--- src/rtl/cache_pkg.sv ---
// Shared types and width helpers for the set-associative cache store.
// Imported by the top level; the LRU tracker needs only its own widths.
package cache_pkg;

    // Metadata tag field is sized for the widest supported address; each
    // instance uses only its low TAG_BITS.
    localparam int MAX_TAG_BITS = 64;

    typedef enum logic [1:0] {
        IDLE  = 2'd0,
        FILL  = 2'd1,
        FLUSH = 2'd2
    } state_t;

    typedef struct packed {
        logic                    valid;
        logic                    dirty;
        logic [MAX_TAG_BITS-1:0] tag;
    } line_meta_t;

    function automatic int idx_bits(input int n);
        return (n > 1) ? $clog2(n) : 1;
    endfunction

    function automatic int tag_bits(input int addr_size, input int num_sets,
                                    input int words_per_block, input int data_width);
        return addr_size - $clog2(num_sets) - $clog2(words_per_block)
               - $clog2(data_width / 8);
    endfunction

endpackage

--- src/rtl/lru_tracker.sv ---
// True-LRU age vectors, one per set: age 0 is most recent, NUM_WAYS-1 is the
// replacement candidate. Ages always form a permutation of 0..NUM_WAYS-1.
module lru_tracker #(
    parameter int NUM_SETS = 4,
    parameter int NUM_WAYS = 2,
    parameter int SET_BITS = 2,
    parameter int WAY_BITS = 1
) (
    input  logic                clk,
    input  logic                rst_n,
    input  logic                i_touch_valid,
    input  logic [SET_BITS-1:0] i_touch_set,
    input  logic [WAY_BITS-1:0] i_touch_way,
    input  logic                i_init_valid,
    input  logic [SET_BITS-1:0] i_init_set,
    input  logic [SET_BITS-1:0] i_query_set,
    output logic [WAY_BITS-1:0] o_oldest_way
);

    logic [WAY_BITS-1:0] r_age [NUM_SETS][NUM_WAYS];
    logic [WAY_BITS-1:0] w_touch_age;

    assign w_touch_age = r_age[i_touch_set][i_touch_way];

    // NOTE: sequential state uses non-blocking assignments so every loop
    // iteration compares against the pre-edge ages, not partially updated ones.
    always_ff @(posedge clk or negedge rst_n) begin
        if (!rst_n) begin
            for (int s = 0; s < NUM_SETS; s++) begin
                for (int w = 0; w < NUM_WAYS; w++) begin
                    r_age[s][w] <= WAY_BITS'(w);
                end
            end
        end else if (i_init_valid) begin
            for (int w = 0; w < NUM_WAYS; w++) begin
                r_age[i_init_set][w] <= WAY_BITS'(w);
            end
        end else if (i_touch_valid) begin
            for (int w = 0; w < NUM_WAYS; w++) begin
                if (WAY_BITS'(w) == i_touch_way) begin
                    r_age[i_touch_set][w] <= '0;
                end else if (r_age[i_touch_set][w] < w_touch_age) begin
                    r_age[i_touch_set][w] <= r_age[i_touch_set][w] + 1'b1;
                end
            end
        end
    end

    // NOTE: the output gets a default before the loop so no path leaves it
    // unassigned, which would otherwise infer a latch.
    always_comb begin
        o_oldest_way = '0;
        for (int w = 0; w < NUM_WAYS; w++) begin
            if (r_age[i_query_set][w] == WAY_BITS'(NUM_WAYS - 1)) begin
                o_oldest_way = WAY_BITS'(w);
            end
        end
    end

endmodule

--- src/rtl/cache_memory_lru.sv ---
// Set-associative tag/data store with dirty tracking, true-LRU victim
// reporting, sequenced line fill and a set-walking flush.
module cache_memory_lru
    import cache_pkg::*;
#(
    parameter  int ADDR_SIZE       = 32,
    parameter  int NUM_SETS        = 4,
    parameter  int NUM_WAYS        = 2,
    parameter  int WORDS_PER_BLOCK = 4,
    parameter  int DATA_WIDTH      = 32,
    localparam int SET_BITS        = idx_bits(NUM_SETS),
    localparam int WAY_BITS        = idx_bits(NUM_WAYS),
    localparam int WORD_BITS       = idx_bits(WORDS_PER_BLOCK),
    localparam int BE_BITS         = DATA_WIDTH / 8,
    localparam int TAG_BITS        = tag_bits(ADDR_SIZE, NUM_SETS, WORDS_PER_BLOCK, DATA_WIDTH)
) (
    input  logic                  clk,
    input  logic                  rst_n,
    input  logic                  req_valid,
    input  logic                  req_write,
    input  logic [SET_BITS-1:0]   set,
    input  logic [TAG_BITS-1:0]   tag,
    input  logic [WORD_BITS-1:0]  word,
    input  logic [BE_BITS-1:0]    byte_en,
    input  logic [DATA_WIDTH-1:0] write_data,
    output logic                  hit,
    output logic [WAY_BITS-1:0]   hit_way,
    output logic [DATA_WIDTH-1:0] read_data,
    output logic                  read_valid,
    output logic [WAY_BITS-1:0]   victim_way,
    output logic                  victim_valid,
    output logic                  victim_dirty,
    output logic [TAG_BITS-1:0]   victim_tag,
    input  logic                  fill_start,
    input  logic                  fill_valid,
    input  logic [DATA_WIDTH-1:0] fill_data,
    output logic                  fill_done,
    input  logic                  flush_start,
    output logic                  busy
);

    localparam logic [WORD_BITS-1:0] LAST_WORD = WORD_BITS'(WORDS_PER_BLOCK - 1);
    localparam logic [SET_BITS-1:0]  LAST_SET  = SET_BITS'(NUM_SETS - 1);

    state_t                r_state;
    line_meta_t            r_meta [NUM_SETS][NUM_WAYS];
    logic [DATA_WIDTH-1:0] r_data [NUM_SETS][NUM_WAYS][WORDS_PER_BLOCK];

    logic [SET_BITS-1:0]   r_fill_set;
    logic [TAG_BITS-1:0]   r_fill_tag;
    logic [WAY_BITS-1:0]   r_fill_way;
    logic [WORD_BITS-1:0]  r_fill_word;
    logic [SET_BITS-1:0]   r_flush_set;
    logic [DATA_WIDTH-1:0] r_read_data;
    logic                  r_read_valid;
    logic                  r_fill_done;

    logic                  w_hit;
    logic [WAY_BITS-1:0]   w_hit_way;
    logic [WAY_BITS-1:0]   w_oldest_way;
    logic [WAY_BITS-1:0]   w_victim_way;
    logic                  w_any_invalid;
    logic                  w_do_req;
    logic                  w_fill_beat;
    logic                  w_fill_last;
    logic                  w_touch_valid;
    logic [SET_BITS-1:0]   w_touch_set;
    logic [WAY_BITS-1:0]   w_touch_way;
    logic                  w_dwe;
    logic [SET_BITS-1:0]   w_dset;
    logic [WAY_BITS-1:0]   w_dway;
    logic [WORD_BITS-1:0]  w_dword;
    logic [BE_BITS-1:0]    w_dbe;
    logic [DATA_WIDTH-1:0] w_dwdata;

    // Lookup: lowest matching way wins; no hits are reported while busy.
    always_comb begin
        w_hit     = 1'b0;
        w_hit_way = '0;
        for (int w = NUM_WAYS - 1; w >= 0; w--) begin
            if (r_meta[set][w].valid && r_meta[set][w].tag[TAG_BITS-1:0] == tag) begin
                w_hit     = 1'b1;
                w_hit_way = WAY_BITS'(w);
            end
        end
        if (r_state != IDLE) begin
            w_hit     = 1'b0;
            w_hit_way = '0;
        end
    end

    // Replacement: an empty way is always preferred over evicting the oldest.
    always_comb begin
        w_any_invalid = 1'b0;
        w_victim_way  = w_oldest_way;
        for (int w = NUM_WAYS - 1; w >= 0; w--) begin
            if (!r_meta[set][w].valid) begin
                w_any_invalid = 1'b1;
                w_victim_way  = WAY_BITS'(w);
            end
        end
    end

    assign w_do_req    = (r_state == IDLE) && !flush_start && !fill_start && req_valid && w_hit;
    assign w_fill_beat = (r_state == FILL) && fill_valid;
    assign w_fill_last = w_fill_beat && (r_fill_word == LAST_WORD);

    assign w_touch_valid = w_do_req || w_fill_last;
    assign w_touch_set   = w_fill_last ? r_fill_set : set;
    assign w_touch_way   = w_fill_last ? r_fill_way : w_hit_way;

    lru_tracker #(
        .NUM_SETS (NUM_SETS),
        .NUM_WAYS (NUM_WAYS),
        .SET_BITS (SET_BITS),
        .WAY_BITS (WAY_BITS)
    ) u_lru (
        .clk           (clk),
        .rst_n         (rst_n),
        .i_touch_valid (w_touch_valid),
        .i_touch_set   (w_touch_set),
        .i_touch_way   (w_touch_way),
        .i_init_valid  (r_state == FLUSH),
        .i_init_set    (r_flush_set),
        .i_query_set   (set),
        .o_oldest_way  (w_oldest_way)
    );

    // Single data write port shared by store hits (IDLE) and fill beats (FILL).
    assign w_dwe    = (w_do_req && req_write) || w_fill_beat;
    assign w_dset   = w_fill_beat ? r_fill_set  : set;
    assign w_dway   = w_fill_beat ? r_fill_way  : w_hit_way;
    assign w_dword  = w_fill_beat ? r_fill_word : word;
    assign w_dbe    = w_fill_beat ? {BE_BITS{1'b1}} : byte_en;
    assign w_dwdata = w_fill_beat ? fill_data   : write_data;

    // NOTE: the data array has no reset; validity lives in the metadata, and
    // leaving storage unreset lets it map onto RAM.
    always_ff @(posedge clk) begin
        if (w_dwe) begin
            for (int b = 0; b < BE_BITS; b++) begin
                if (w_dbe[b]) begin
                    r_data[w_dset][w_dway][w_dword][b*8 +: 8] <= w_dwdata[b*8 +: 8];
                end
            end
        end
    end

    always_ff @(posedge clk or negedge rst_n) begin
        if (!rst_n) begin
            r_state      <= IDLE;
            r_fill_set   <= '0;
            r_fill_tag   <= '0;
            r_fill_way   <= '0;
            r_fill_word  <= '0;
            r_flush_set  <= '0;
            r_read_data  <= '0;
            r_read_valid <= 1'b0;
            r_fill_done  <= 1'b0;
            for (int s = 0; s < NUM_SETS; s++) begin
                for (int w = 0; w < NUM_WAYS; w++) begin
                    r_meta[s][w] <= '0;
                end
            end
        end else begin
            r_read_valid <= 1'b0;
            r_fill_done  <= 1'b0;
            case (r_state)
                IDLE: begin
                    if (flush_start) begin
                        r_flush_set <= '0;
                        r_state     <= FLUSH;
                    end else if (fill_start) begin
                        r_fill_set  <= set;
                        r_fill_tag  <= tag;
                        r_fill_way  <= w_victim_way;
                        r_fill_word <= '0;
                        r_state     <= FILL;
                    end else if (w_do_req) begin
                        if (req_write) begin
                            r_meta[set][w_hit_way].dirty <= 1'b1;
                        end else begin
                            r_read_data  <= r_data[set][w_hit_way][word];
                            r_read_valid <= 1'b1;
                        end
                    end
                end
                FILL: begin
                    if (fill_valid) begin
                        r_fill_word <= r_fill_word + 1'b1;
                        if (r_fill_word == LAST_WORD) begin
                            r_meta[r_fill_set][r_fill_way] <= '{valid: 1'b1, dirty: 1'b0,
                                                               tag: MAX_TAG_BITS'(r_fill_tag)};
                            r_fill_done <= 1'b1;
                            r_state     <= IDLE;
                        end
                    end
                end
                FLUSH: begin
                    for (int w = 0; w < NUM_WAYS; w++) begin
                        r_meta[r_flush_set][w] <= '0;
                    end
                    r_flush_set <= r_flush_set + 1'b1;
                    if (r_flush_set == LAST_SET) begin
                        r_state <= IDLE;
                    end
                end
                default: r_state <= IDLE;
            endcase
        end
    end

    assign hit          = w_hit;
    assign hit_way      = w_hit_way;
    assign read_data    = r_read_data;
    assign read_valid   = r_read_valid;
    assign victim_way   = w_victim_way;
    assign victim_valid = r_meta[set][w_victim_way].valid;
    assign victim_dirty = r_meta[set][w_victim_way].dirty;
    assign victim_tag   = r_meta[set][w_victim_way].tag[TAG_BITS-1:0];
    assign fill_done    = r_fill_done;
    assign busy         = (r_state != IDLE);

endmodule

--- config.mk ---
export PLATFORM = sky130hd
export DESIGN_NAME = cache_memory_lru
export DESIGN_NICKNAME = d
export VERILOG_FILES = /design/src/rtl/cache_pkg.sv /design/src/rtl/lru_tracker.sv /design/src/rtl/cache_memory_lru.sv
export SDC_FILE = /design/constraint.sdc
export NUM_CORES = 2
export LEC_CHECK = 0
export ABC_AREA = 0
export BUFFER_PORTS_ARGS = -buffer_cell sky130_fd_sc_hd__buf_2
export CORE_MARGIN = 2
export CORE_UTILIZATION = 46
export DETAILED_ROUTE_END_ITERATION = 10
export SLEW_MARGIN = 20
export SYNTH_ARGS = -nofsm -noshare
export SYNTH_HDL_FRONTEND = slang
export SYNTH_SLANG_ARGS = --single-unit
--- constraint.sdc ---
create_clock -name clk -period 4.45 [get_ports clk]
set_input_delay 0.89 -clock clk [delete_from_list [all_inputs] [get_ports clk]]
set_output_delay 0.89 -clock clk [all_outputs]
set_load 0.05 [all_outputs]
==> impl_results.md <==
* Syn nets at 3587
* Synth warn at 0
* First-pass GRT wire length at 229 mm
* Die Ht at 352 um
* Outcome: complete, no violations
* Wl on met1 at 64.1 mm
* GRT overflow at 0
* Clock Path Buffers at 3
* Detailed Route WL at 155 mm
* Mapped Area at 55700 um2
* Initial Utilization at 0.464
* Setup WS pre-CTS at -0.754 ns
* Syn Inst Count at 3473
* Static leakage power at 24.2 nW
* Worst r2r path cells at 13
* Area growth from synthesis to layout at 18.6%
* Cts hold-fix bufs at 0
* Worst Setup Start Kind: input port
* Die area at 124000 um2
* Fin crit share at 0.983
* Share of the yosys chip area belonging to registers at 0.687
* Slew HR at 0.300
* # rows at 127
* GRT Resource Usage Total at 0.250
* FF+latch count, synth at 1325
* # setup viols final at 0
* Required @ worst endpoint at 3.56 ns
* Commonest non-fill, non-tap cell in the layout: edfxtp_1
* Routed via count at 33700
* WL met3 at 11.2 mm
* Core area at 120000 um2
* GPL Wtd Cong at 0.913
* Final ANT Viol Nets at 0
* Worst-margin pin slew at 1.05 ns
* Max Used Layer: met5
* Synth top area share at 0.552
* Clk sinks at 1325
* Post-synth EDFFs at 1024
* Max_cap viols at 0
* Final Hold Fails at 0
* CP startpoint: set[0]
* CP Capture Point: hit
* Area leader, netlist: edfxtp_1
* Utilization after layout at 0.551
* Drt wl/cell at 27.2 um
* RSZ-0062 raised after global routing: false
* Drt drc at 0
* Fmax at 229 MHz
* Crit-path max FO at 29
* Via/cell ratio at 5.90
* Layout cell share with drive strength beyond 1 at 0.291
* Tightest Hold Check Type: input port to asynchronous set/reset pin
* Root Buffer: clkbuf_16
* Power Density at 494 nW/um2
* Skew final at 0.0621 ns
* Slew Limit Fails at 0
* First drt pass iteration count at 5
* Ranking of synthesized cells by area: edfxtp_1 55%, dfrtp_1 13%, mux4_2 12%, nand2_1 2.7%, a22o_1 2.5%
* H-tree lvl count at 4
* PortBufs at 170
* CTS tree: yes
* Total I/O pin count at 171
* Synth unique cells at 82
* HPWL after DPL at 101 mm
* Synth Area per Inst at 16.0 um2
* Clock transition at path regs at 0.06 ns
* Worst r2r src: r_meta[485]$_DFFE_PN0P_
* Asr flop ratio synth at 0.227
* Die W at 352 um
* Commonest cells after routing, fill and taps aside: 1024 x edfxtp_1, 397 x nand2_1, 392 x buf_4
* Met2 wire len at 75.4 mm
* Overall Power at 32.6 mW
* Total CTS buffers at 140
* Reg2reg end: r_data[1][242]$_DFFE_PP_
* Number of global-route vias before repair at 33700
* Setup ws final at 0.0743 ns
* Min cycle time layout at 4.38 ns
* First-iteration detailed-routing DRC count at 3612
* Fin nets at 4099
* Flop2flop setup slack at 0.23 ns
* Worst Path Arrival at 3.49 ns
* Critical path class: input port to primary output
* Initial antenna violation count at 6
* Worst skew pair latency at 0.80 ns
* Critical path endpoint category: primary output
* Ys flop type: edfxtp_1
* Largest net degree at the start of global routing at 109
* VDD IR max at 0.385 mV
[cells in the mapped netlist, types with 29 or more instances]
master and count:
o21ai_0 32, buf_1 36, edfxtp_1 1024, o21ai_1 38, nor3_1 78, nor2_1 234
a22o_1 162, nand2_1 402, clkbuf_1 131, xnor2_1 37, mux2i_1 51, buf_2 40
a21oi_1 164, mux4_2 299, dfrtp_1 297, mux2_2 31, nand3_1 77, a31oi_1 29
nand4_1 46
[how the worst min path moves through the flow]
stage / from / end / slack (ns)
after floorplan: r_meta[395]$_DFFE_PN0P_ / r_meta[395]$_DFFE_PN0P_ / 0.44
after global placement: r_meta[527]$_DFFE_PN0P_ / r_meta[527]$_DFFE_PN0P_ / 0.46
after detailed placement: r_meta[527]$_DFFE_PN0P_ / r_meta[527]$_DFFE_PN0P_ / 0.46
after CTS: rst_n / r_meta[156]$_DFFE_PN0P_ / 0.20
after global routing: rst_n / r_meta[485]$_DFFE_PN0P_ / 0.27
final: rst_n / r_meta[20]$_DFFE_PN0P_ / 0.17
[power breakdown]
| group | leakage (nW) | internal (mW) | switching (mW) |
|---|---|---|---|
| Sequential | 13.3 | 14.4 | 0.774 |
| Combinational | 8.64 | 2.08 | 3.73 |
| Clock | 2.22 | 6.58 | 5.02 |
| Total | 24.2 | 23.1 | 9.52 |
[routing by layer]
layer | GRT usage | vias to the layer above
met5 | 0 | -
met4 | 0.0822 | 8
met3 | 0.0450 | 255
met2 | 0.401 | 1398
met1 | 0.349 | 17400
li1 | - | 14600
[area by class of cell]
| type | instances | area [um2] |
|---|---|---|
| repair buffers | 609 | 4760 |
| flip-flops and latches | 1325 | 38300 |
| fillers | 9513 | 53900 |
| well taps | 1612 | 2020 |
| clock buffers | 180 | 3710 |
| clock inverters | 71 | 866 |
| inverters | 22 | 82.6 |
| multi-input cells | 1887 | 16300 |
| diodes | 1 | 2.50 |
[per-stage QoR]
stage	std cells	cell area [um2]	hold slack [ns]	setup TNS, ns
after detailed placement	5455	61400	0.465	-381.66
final	5707	66100	0.174	0
after global routing	5706	66100	0.268	0
after global placement	5455	61400	0.460	-369.21
after CTS	5706	66000	0.199	0
after floorplan	3473	55700	0.445	-0.0237
[repair_timing]
action | CTS | global route
setup buffers | 0 | 0
cloned | 0 | 0
gates resized for setup | 8 | 9
setup endpoints to repair | 2 | 18
[flip-flops by register name, indices dropped and copies added (netlist names)]
signal and flops:
fill_done 1, r_data 1024, r_fill_set 2, r_fill_tag 26
r_fill_way 1, r_fill_word 2, r_flush_set 2, r_meta 224
r_state 2, read_data 32, read_valid 1, u_lru.r_age 8
[cells by family (layout without fill, tap and decap cells)]
group | Yosys count | count (layout) | synth area share
and+or+nand+nor | 932 | 932 | 0.0745
buffers and inverters | 261 | 882 | 0.0220
xor gates and xnor gates | 47 | 47 | 0.00753
AOI/OAI and AO/OA | 498 | 498 | 0.0608
DFF | 1325 | 1325 | 0.687
adders and majority gates | 9 | 9 | 0.00202
other | 0 | 1 | 0
muxes | 401 | 401 | 0.146
[critical path: stages]
cell     delay, ns
buf_16        0.18
buf_6         0.17
buf_4         0.15
mux4_2        0.54
xnor2_1       0.17
buf_4         0.15
nand3_1       0.07
or4_4         0.55
nor3_2        0.21
a21o_1        0.18
buf_6         0.18
Note: power is estimated with default switching activity, not from simulation.
